`src/rtl/fft_peak_ctrl.sv`:
```
// Ping-pong buffered peak finder over 16-bin FFT frames; reports the strongest bin per frame.
// Latency: out_valid 17 edges after a frame's last transfer; in_ready drops only while both banks are full.
module fft_peak_ctrl (
    input  logic        clk,
    input  logic        rst,
    input  logic        in_valid,
    input  logic [31:0] in_data,
    output logic        in_ready,
    output logic        out_valid,
    output logic [31:0] out_data,
    output logic [3:0]  out_freq,
    output logic        busy
);

    localparam int NBIN = 16;
    localparam int DW   = 32;

    typedef enum logic [1:0] {S_IDLE, S_LOAD, S_CMP, S_DONE} state_t;

    state_t          state_q, state_d;
    logic [DW-1:0]   bank_q [2][NBIN];
    logic [1:0]      full_q, full_d;
    logic            wb_q, wb_d;
    logic            rb_q, rb_d;
    logic [3:0]      wcnt_q, wcnt_d;
    logic [3:0]      idx_q, idx_d;
    logic [DW-1:0]   champ_q, champ_d;
    logic [3:0]      champ_f_q, champ_f_d;
    logic            out_valid_q, out_valid_d;
    logic [DW-1:0]   out_data_q, out_data_d;
    logic [3:0]      out_freq_q, out_freq_d;

    logic            xfer;
    logic [DW-1:0]   chal;
    logic            chal_wins;

    // Exact power: each signed square is at most 2^30, so the 33-bit sum never wraps.
    function automatic logic [32:0] mag(input logic [31:0] x);
        logic signed [15:0] re;
        logic signed [15:0] im;
        logic signed [31:0] rr;
        logic signed [31:0] ii;
        re = x[31:16];
        im = x[15:0];
        rr = 32'(re) * 32'(re);
        ii = 32'(im) * 32'(im);
        return {1'b0, rr} + {1'b0, ii};
    endfunction

    assign in_ready  = !full_q[wb_q];
    assign xfer      = in_valid && in_ready;
    assign chal      = bank_q[rb_q][idx_q];
    assign chal_wins = mag(chal) > mag(champ_q);

    assign busy      = (state_q != S_IDLE);
    assign out_valid = out_valid_q;
    assign out_data  = out_data_q;
    assign out_freq  = out_freq_q;

    always_ff @(posedge clk) begin
        if (xfer) begin
            bank_q[wb_q][wcnt_q] <= in_data;
        end
    end

    always_comb begin
        state_d     = state_q;
        full_d      = full_q;
        wb_d        = wb_q;
        rb_d        = rb_q;
        wcnt_d      = wcnt_q;
        idx_d       = idx_q;
        champ_d     = champ_q;
        champ_f_d   = champ_f_q;
        out_valid_d = 1'b0;
        out_data_d  = out_data_q;
        out_freq_d  = out_freq_q;

        if (xfer) begin
            wcnt_d = wcnt_q + 4'd1;
            if (wcnt_q == 4'd15) begin
                full_d[wb_q] = 1'b1;
                wb_d         = !wb_q;
            end
        end

        // Fill and engine always touch different banks, so both full updates may land together.
        case (state_q)
            S_IDLE: begin
                if (full_q[rb_q]) begin
                    state_d = S_LOAD;
                end
            end
            S_LOAD: begin
                champ_d   = bank_q[rb_q][0];
                champ_f_d = 4'd0;
                idx_d     = 4'd1;
                state_d   = S_CMP;
            end
            S_CMP: begin
                if (chal_wins) begin
                    champ_d   = chal;
                    champ_f_d = idx_q;
                end
                idx_d = idx_q + 4'd1;
                if (idx_q == 4'd15) begin
                    out_data_d  = chal_wins ? chal : champ_q;
                    out_freq_d  = chal_wins ? idx_q : champ_f_q;
                    out_valid_d = 1'b1;
                    state_d     = S_DONE;
                end
            end
            S_DONE: begin
                full_d[rb_q] = 1'b0;
                rb_d         = !rb_q;
                state_d      = S_IDLE;
            end
            default: begin
                state_d = S_IDLE;
            end
        endcase
    end

    always_ff @(posedge clk or negedge rst) begin
        if (!rst) begin
            state_q     <= S_IDLE;
            full_q      <= 2'b00;
            wb_q        <= 1'b0;
            rb_q        <= 1'b0;
            wcnt_q      <= 4'd0;
            idx_q       <= 4'd0;
            champ_q     <= '0;
            champ_f_q   <= 4'd0;
            out_valid_q <= 1'b0;
            out_data_q  <= '0;
            out_freq_q  <= 4'd0;
        end else begin
            state_q     <= state_d;
            full_q      <= full_d;
            wb_q        <= wb_d;
            rb_q        <= rb_d;
            wcnt_q      <= wcnt_d;
            idx_q       <= idx_d;
            champ_q     <= champ_d;
            champ_f_q   <= champ_f_d;
            out_valid_q <= out_valid_d;
            out_data_q  <= out_data_d;
            out_freq_q  <= out_freq_d;
        end
    end

endmodule

```
`config.mk`:
```
export PLATFORM = sky130hd
export DESIGN_NAME = fft_peak_ctrl
export DESIGN_NICKNAME = d
export VERILOG_FILES = /design/src/rtl/fft_peak_ctrl.sv
export SDC_FILE = /design/constraint.sdc
export NUM_CORES = 2
export LEC_CHECK = 0
export ABC_AREA = 1
export BUFFER_PORTS_ARGS = -buffer_cell sky130_fd_sc_hd__buf_2
export CAP_MARGIN = 30
export CORE_MARGIN = 1.5
export CORE_UTILIZATION = 25
export CTS_CLUSTER_DIAMETER = 120
export DETAILED_ROUTE_END_ITERATION = 12
export HOLD_SLACK_MARGIN = 0.15
export SETUP_SLACK_MARGIN = 0.1
export SKIP_LAST_GASP = 1
export SYNTH_ARGS = -nofsm -noshare
export SYNTH_HDL_FRONTEND = slang
export SYNTH_SLANG_ARGS = --single-unit
```
`constraint.sdc`:
```
create_clock -name clk -period 24.9 [get_ports clk]
set_input_delay 1.245 -clock clk [delete_from_list [all_inputs] [get_ports clk]]
set_output_delay 1.245 -clock clk [all_outputs]
set_load 0.03 [all_outputs]
```
# After elaboration in Yosys (flattened, before gate mapping)
# Memories as Yosys holds them, arrays and structs flattened.
# Cells that the tools add are included.
# word_totals
ff_bits	87
latch_bits	0
ramBits	1024
mem_bits_ro	0
input_bits	35
out_inout_bits	39
word_cells	81
n_memories	1
# classes
add_sub_neg	4
multipliers	4
n_div	0
order_cmp	8
eq_ne	7
n_shift	0
n_mux	28
bitwise	5
reduce_logical	13
# mem_list
memory	words	word_bits	rd	rd_ports_with_merged_regs	wr	line	text
bank_q	2	512	1	0	1	21	logic [DW-1:0] bank_q [2][NBIN];
# ops
cell	n
two-way mux 512 bit	1
binary-select mux 32 bit (select 4 bit)	1
demux 32 bit (select 4 bit)	1
multiplier 16 x 16 -> 32 bit	4
two-way mux 32 bit	4
adder 32 x 32 -> 33 bit	2
one-hot mux 32 bit (2 select lines)	1
greater-than comparator 33 bit	1
one-hot mux 4 bit (2 select lines)	2
>= comparator 5 bit, second input constant	2
two-way mux 2 bit	5
inverter 4 -> 5 bit	2
two-way mux 1 bit	9
adder 4 x 1 -> 4 bit, second input constant	2
== test 4 bit, second input constant	2
one-hot mux 2 bit (4 select lines)	1
AND reduction 2 bit	3
less-than comparator 5 x 1 -> 1 bit, second input constant	1
== test 2 bit, second input constant	2
logical AND 1 bit	4
less-than comparator 1 x 2 -> 1 bit, second input constant	2
two-way mux 4 bit	1
inequality test 2 bit, second input constant	2
nonzero test 2 bit	2
other kinds (8)	12

# Depth between registers and ports, before layout
# logic_depth
ltp_word	9
depth_mapped	60

# Worst setup path after synthesis
# Ideal clock, no wire load.
# synth_timing
path_type	reg2reg
from	reg rb_q
to	reg champ_q[23]
setup_ns	0.121
arrival_time_ns	8.902
slack_ns	15.877
path_stages_with_launch	52
path_cell_list	dfrtp_1 -> buf_6 -> inv_4 -> buf_6 -> buf_2 -> nor2_1 -> nor2_1 -> o21ai_0 -> nand2_1 -> nand3_1 -> nand2_1 -> nand2_2 -> buf_4 -> nor2_1 -> inv_1 -> fa_1 -> inv_1 -> fa_1 -> [... 16 more ...] -> nand2_1 -> nor2_1 -> nand2_1 -> o211ai_1 -> a21oi_1 -> nand2_1 -> xor2_1 -> ha_1 -> nand2_1 -> nor2_1 -> nand3_1 -> nor3_1 -> nand3_1 -> nand2_1 -> buf_2 -> nand2_1 -> nand3_1 -> nand2_1
# synth_between
elab_chain_len	9
elab_cells_between_ends	10
# synth_lines
item	line	text
start: declaration	24	logic rb_q, rb_d;
start signal: assignment	141	rb_q <= rb_d;
memory (2 x 512 bit) (*)	--	
binary-select mux 32 bit (select 4 bit)	52	assign chal = bank_q[rb_q][idx_q];
two-way mux 32 bit (implied by the code) (2 in series)	52	
multiplier 16 x 16 -> 32 bit (on tied branches)	45, 46	
adder 32 x 32 -> 33 bit	47	return {1'b0, rr} + {1'b0, ii};
greater-than comparator 33 bit	53	assign chal_wins = mag(chal) > mag(champ_q);
two-way mux 32 bit	101	if (chal_wins) begin
one-hot mux 32 bit (2 select lines) (*)	88	case (state_q)
end signal: assignment	144	champ_q <= champ_d;
end: declaration	27	logic [DW-1:0] champ_q, champ_d;
# Mark *: on every way between the ends. The rest lies on a longest branch, timed or not. The select of a mux whose other input is x is not followed.
# A chain may end at the register's enable or synchronous reset.

# Worst setup path in the final report
# layout_timing
from	reg rb_q
to	reg out_data_q[11] (netlist: out_data[11])
# layout_between
elab_chain_len	8
elab_cells_between_ends	9
# layout_lines
item	line	text
memory (2 x 512 bit) (*)	--	
binary-select mux 32 bit (select 4 bit) (*)	52	
two-way mux 32 bit (implied by the code) (*) (2 in series)	52	
multiplier 16 x 16 -> 32 bit (on tied branches)	45, 46	
adder 32 x 32 -> 33 bit	47	
greater-than comparator 33 bit	53	
two-way mux 32 bit (*)	--	
end signal: assignment	147	out_data_q <= out_data_d;
end: declaration	30	logic [DW-1:0] out_data_q, out_data_d;
# Marked as above.

==> flow_metrics.env <==
export IMPL_globalplace_congestion=0.913
export IMPL_grt_overflow=0
export IMPL_grt_pass1_vias=62200
export IMPL_min_path_type="reg -> reg"
export IMPL_wl_met1_um=105000
export IMPL_tightest_slew_ps=1020
export IMPL_vias=61300
export IMPL_insertion_delay_ps=740
export IMPL_worstSetupEndpointType="flip-flop"
export IMPL_wl_met3_um=14100
export IMPL_fp_dieW_um=594
export IMPL_setup_tns_final_ps=0
export IMPL_final_util=0.277
export IMPL_startpoint_type="flip-flop"
export IMPL_maxCapViolations=0
export IMPL_synth_largest_area_cell="edfxtp_1"
export IMPL_highest_layer="met5"
export IMPL_grt_pass1_wl_um=373000
export IMPL_die_h_um=594
export IMPL_dieArea_sq_mm=0.353
export IMPL_syn_instance_count=9198
export IMPL_cts_resized=0
export IMPL_finalHoldViolCount=0
export IMPL_dr_pass1_iters=6
export IMPL_syn_nets=10600
export IMPL_synth_area_leaders="edfxtp_1 35%, fa_1 22%, inv_1 7.8%"
export IMPL_gr_usage_all_layers=0.135
export IMPL_coreArea_sq_mm=0.347
export IMPL_clock_path_buffers=3
export IMPL_drcViolationCount=0
export IMPL_avgSynthCellArea_sq_um=9.49
export IMPL_max_freq_ghz=0.0738
export IMPL_syn_area_sq_mm=0.0873
export IMPL_htree_levels=3
export IMPL_seq_area_frac_synth=0.377
export IMPL_ys_warn_count=0
export IMPL_tritoncts="built"
export IMPL_portBuffers=73
export IMPL_grt_max_degree=178
export IMPL_cts_sinks=1111
export IMPL_cpPeakStageDelay_ps=750
export IMPL_wl_met2_um=116000
export IMPL_cts_setup_buffers=0
export IMPL_period_needed_ps=13560
export IMPL_ant_nets=0
export IMPL_detail_route_wl_per_cell_um=17.5
export IMPL_avgViaCountPerCell=4.43
export IMPL_cts_clk_slew_worst_paths_ps=60
export IMPL_maxSlewHeadroom=0.322
export IMPL_crit_top_cell="nand2_1"
export IMPL_initialDrtViolationCount=5171
export IMPL_ctsHoldBuffers=0
export IMPL_ys_ff_latch=1111
export IMPL_synth_ff_type="edfxtp_1"
export IMPL_critical_path_slowest_cell="buf_4"
export IMPL_fin_skew_ps=69.4
export IMPL_cts_buffers=114
export IMPL_worst_ep_required_time_ps=25580
export IMPL_final_nets=10600
export IMPL_ys_types=52
export IMPL_rsz0062_at_grt="false"
export IMPL_path_class="reg -> reg"
export IMPL_setup_viol=0
export IMPL_maxSlewViolCount=0
export IMPL_fp_row_count=216
export IMPL_post_route_period_util=0.544
export IMPL_ctsRootBufferMaster="clkbuf_16"
export IMPL_drive_gt1_frac=0.0548
export IMPL_synth_edf_count=1024
export IMPL_dpl_hpwl_um=174000
export IMPL_async_flop_share=0.0783
export IMPL_syn_to_final_growth_pct=10.1
export IMPL_worstPathArrival_ps=14230
export IMPL_critPathMaxFanout=153
export IMPL_totalWireLength_um=241000
export IMPL_synth_top_area_share=0.352
export IMPL_start_util=0.252
export IMPL_io_pins=74
export IMPL_outcome="finished clean"
export IMPL_antenna_found_initial=20
-- routing by layer --
layer / track usage / vias to the layer above
met1: 0.180 / 30300
met5: 0 / -
met3: 0.0159 / 309
met2: 0.232 / 1795
li1: - / 28900
met4: 0.0380 / 6
-- sequential cells by signal (all words and copies together), names as in the netlist --
register,cells
champ_f_q,4
out_valid,1
full_q,2
state_q,2
wcnt_q,4
champ_q,32
out_freq,4
idx_q,4
bank_q,1024
rb_q,1
wb_q,1
out_data,32
-- critical path, delay by kind of cell (launching register included) --
kind	cells	cell delay [ps]
AO/OA/AOI/OAI	10	2030
adder cells (fa/ha/maj)	9	4020
XOR/XNOR	1	200
AND/OR/NAND/NOR	21	2940
buffers and inverters	9	3350
flip-flops	1	650
-- synthesized netlist by cell type (6+ instances only) --
master	instances
a21boi_0	7
a21o_1	26
a21oi_1	293
a22oi_1	32
a31oi_1	11
buf_1	29
buf_2	125
buf_4	37
buf_6	38
clkbuf_1	101
dfrtp_1	87
edfxtp_1	1024
fa_1	953
ha_1	444
inv_1	1803
inv_2	35
nand2_1	1641
nand2_2	16
nand2_4	8
nand3_1	517
nand3_2	7
nand4_1	33
nor2_1	918
nor2_2	35
nor2_4	20
nor3_1	73
o211ai_1	32
o21a_1	14
o21ai_0	478
o21ai_1	45
o21bai_1	25
o22ai_1	26
or2_0	14
or2_1	6
or2_2	15
xnor2_1	89
xor2_1	112
-- cell usage in the layout (no fill, tap or decap), types with 14 or more instances in the layout --
cell,instances
inv_1,1803
nand2_1,1641
edfxtp_1,1024
fa_1,953
nor2_1,909
nand3_1,516
o21ai_0,478
ha_1,444
a21oi_1,293
clkbuf_16,116
xor2_1,112
buf_4,91
xnor2_1,89
dfrtp_1,84
buf_2,72
nor3_1,49
o21ai_1,45
clkinv_1,38
nor2_2,35
inv_2,34
nand4_1,33
o211ai_1,32
a22oi_1,32
nor2_4,29
clkinv_2,29
nor3_2,27
o22ai_1,26
a21o_1,26
o21bai_1,25
clkbuf_1,19
nand2_2,16
or2_2,15
o21a_1,14
or2_0,14
-- metrics by stage --
step	cells	worst slack (ps)	area [sq um]	hold WS [ps]
floorplan	9198	15880	87300	449
global placement	13600	11310	92500	464
detailed placement	13600	11340	92500	461
CTS	13800	11340	96100	479
global route	13800	10360	96100	513
finish	13800	11340	96100	477
-- cells by family after synthesis --
group	synth area share
multiplexers	0.000115
adder cells (fa/ha/maj)	0.282
AO/OA/AOI/OAI	0.0618
buffers and inverters	0.100
flip-flops	0.377
XOR/XNOR	0.0202
AND/OR/NAND/NOR	0.158
-- final timing paths --
check / from / endpoint / slack (ps) / depth (start not counted)
worst max-delay path: rb_q$_DFFE_PN0N_ / out_data[11]$_DFFE_PN0P_ / 11340 / 50
worst min-delay path: out_freq[2]$_DFFE_PN0P_ / out_freq[2]$_DFFE_PN0P_ / 480 / 2
worst max register to register: rb_q$_DFFE_PN0N_ / out_data[11]$_DFFE_PN0P_ / 11340 / 50
worst min register to register: out_freq[2]$_DFFE_PN0P_ / out_freq[2]$_DFFE_PN0P_ / 480 / 2
max in group asynchronous: rst / champ_q[20]$_DFFE_PN0P_ / 23180 / 2
min in group asynchronous: rst / state_q[0]$_DFFE_PN0P_ / 510 / 1
-- final cells by class --
cell class	instances	area, sq um
inverter	1844	6940
timing repair buffer	166	1120
fill	36500	251000
clock inverter	80	616
multi-input combinational	5911	45800
tap	4578	5730
antenna	3	7.51
clock buffer	135	2970
sequential	1111	32900
Power is not shown: default switching activity piles up to over one toggle a cycle in this logic, so the estimate is an artifact.
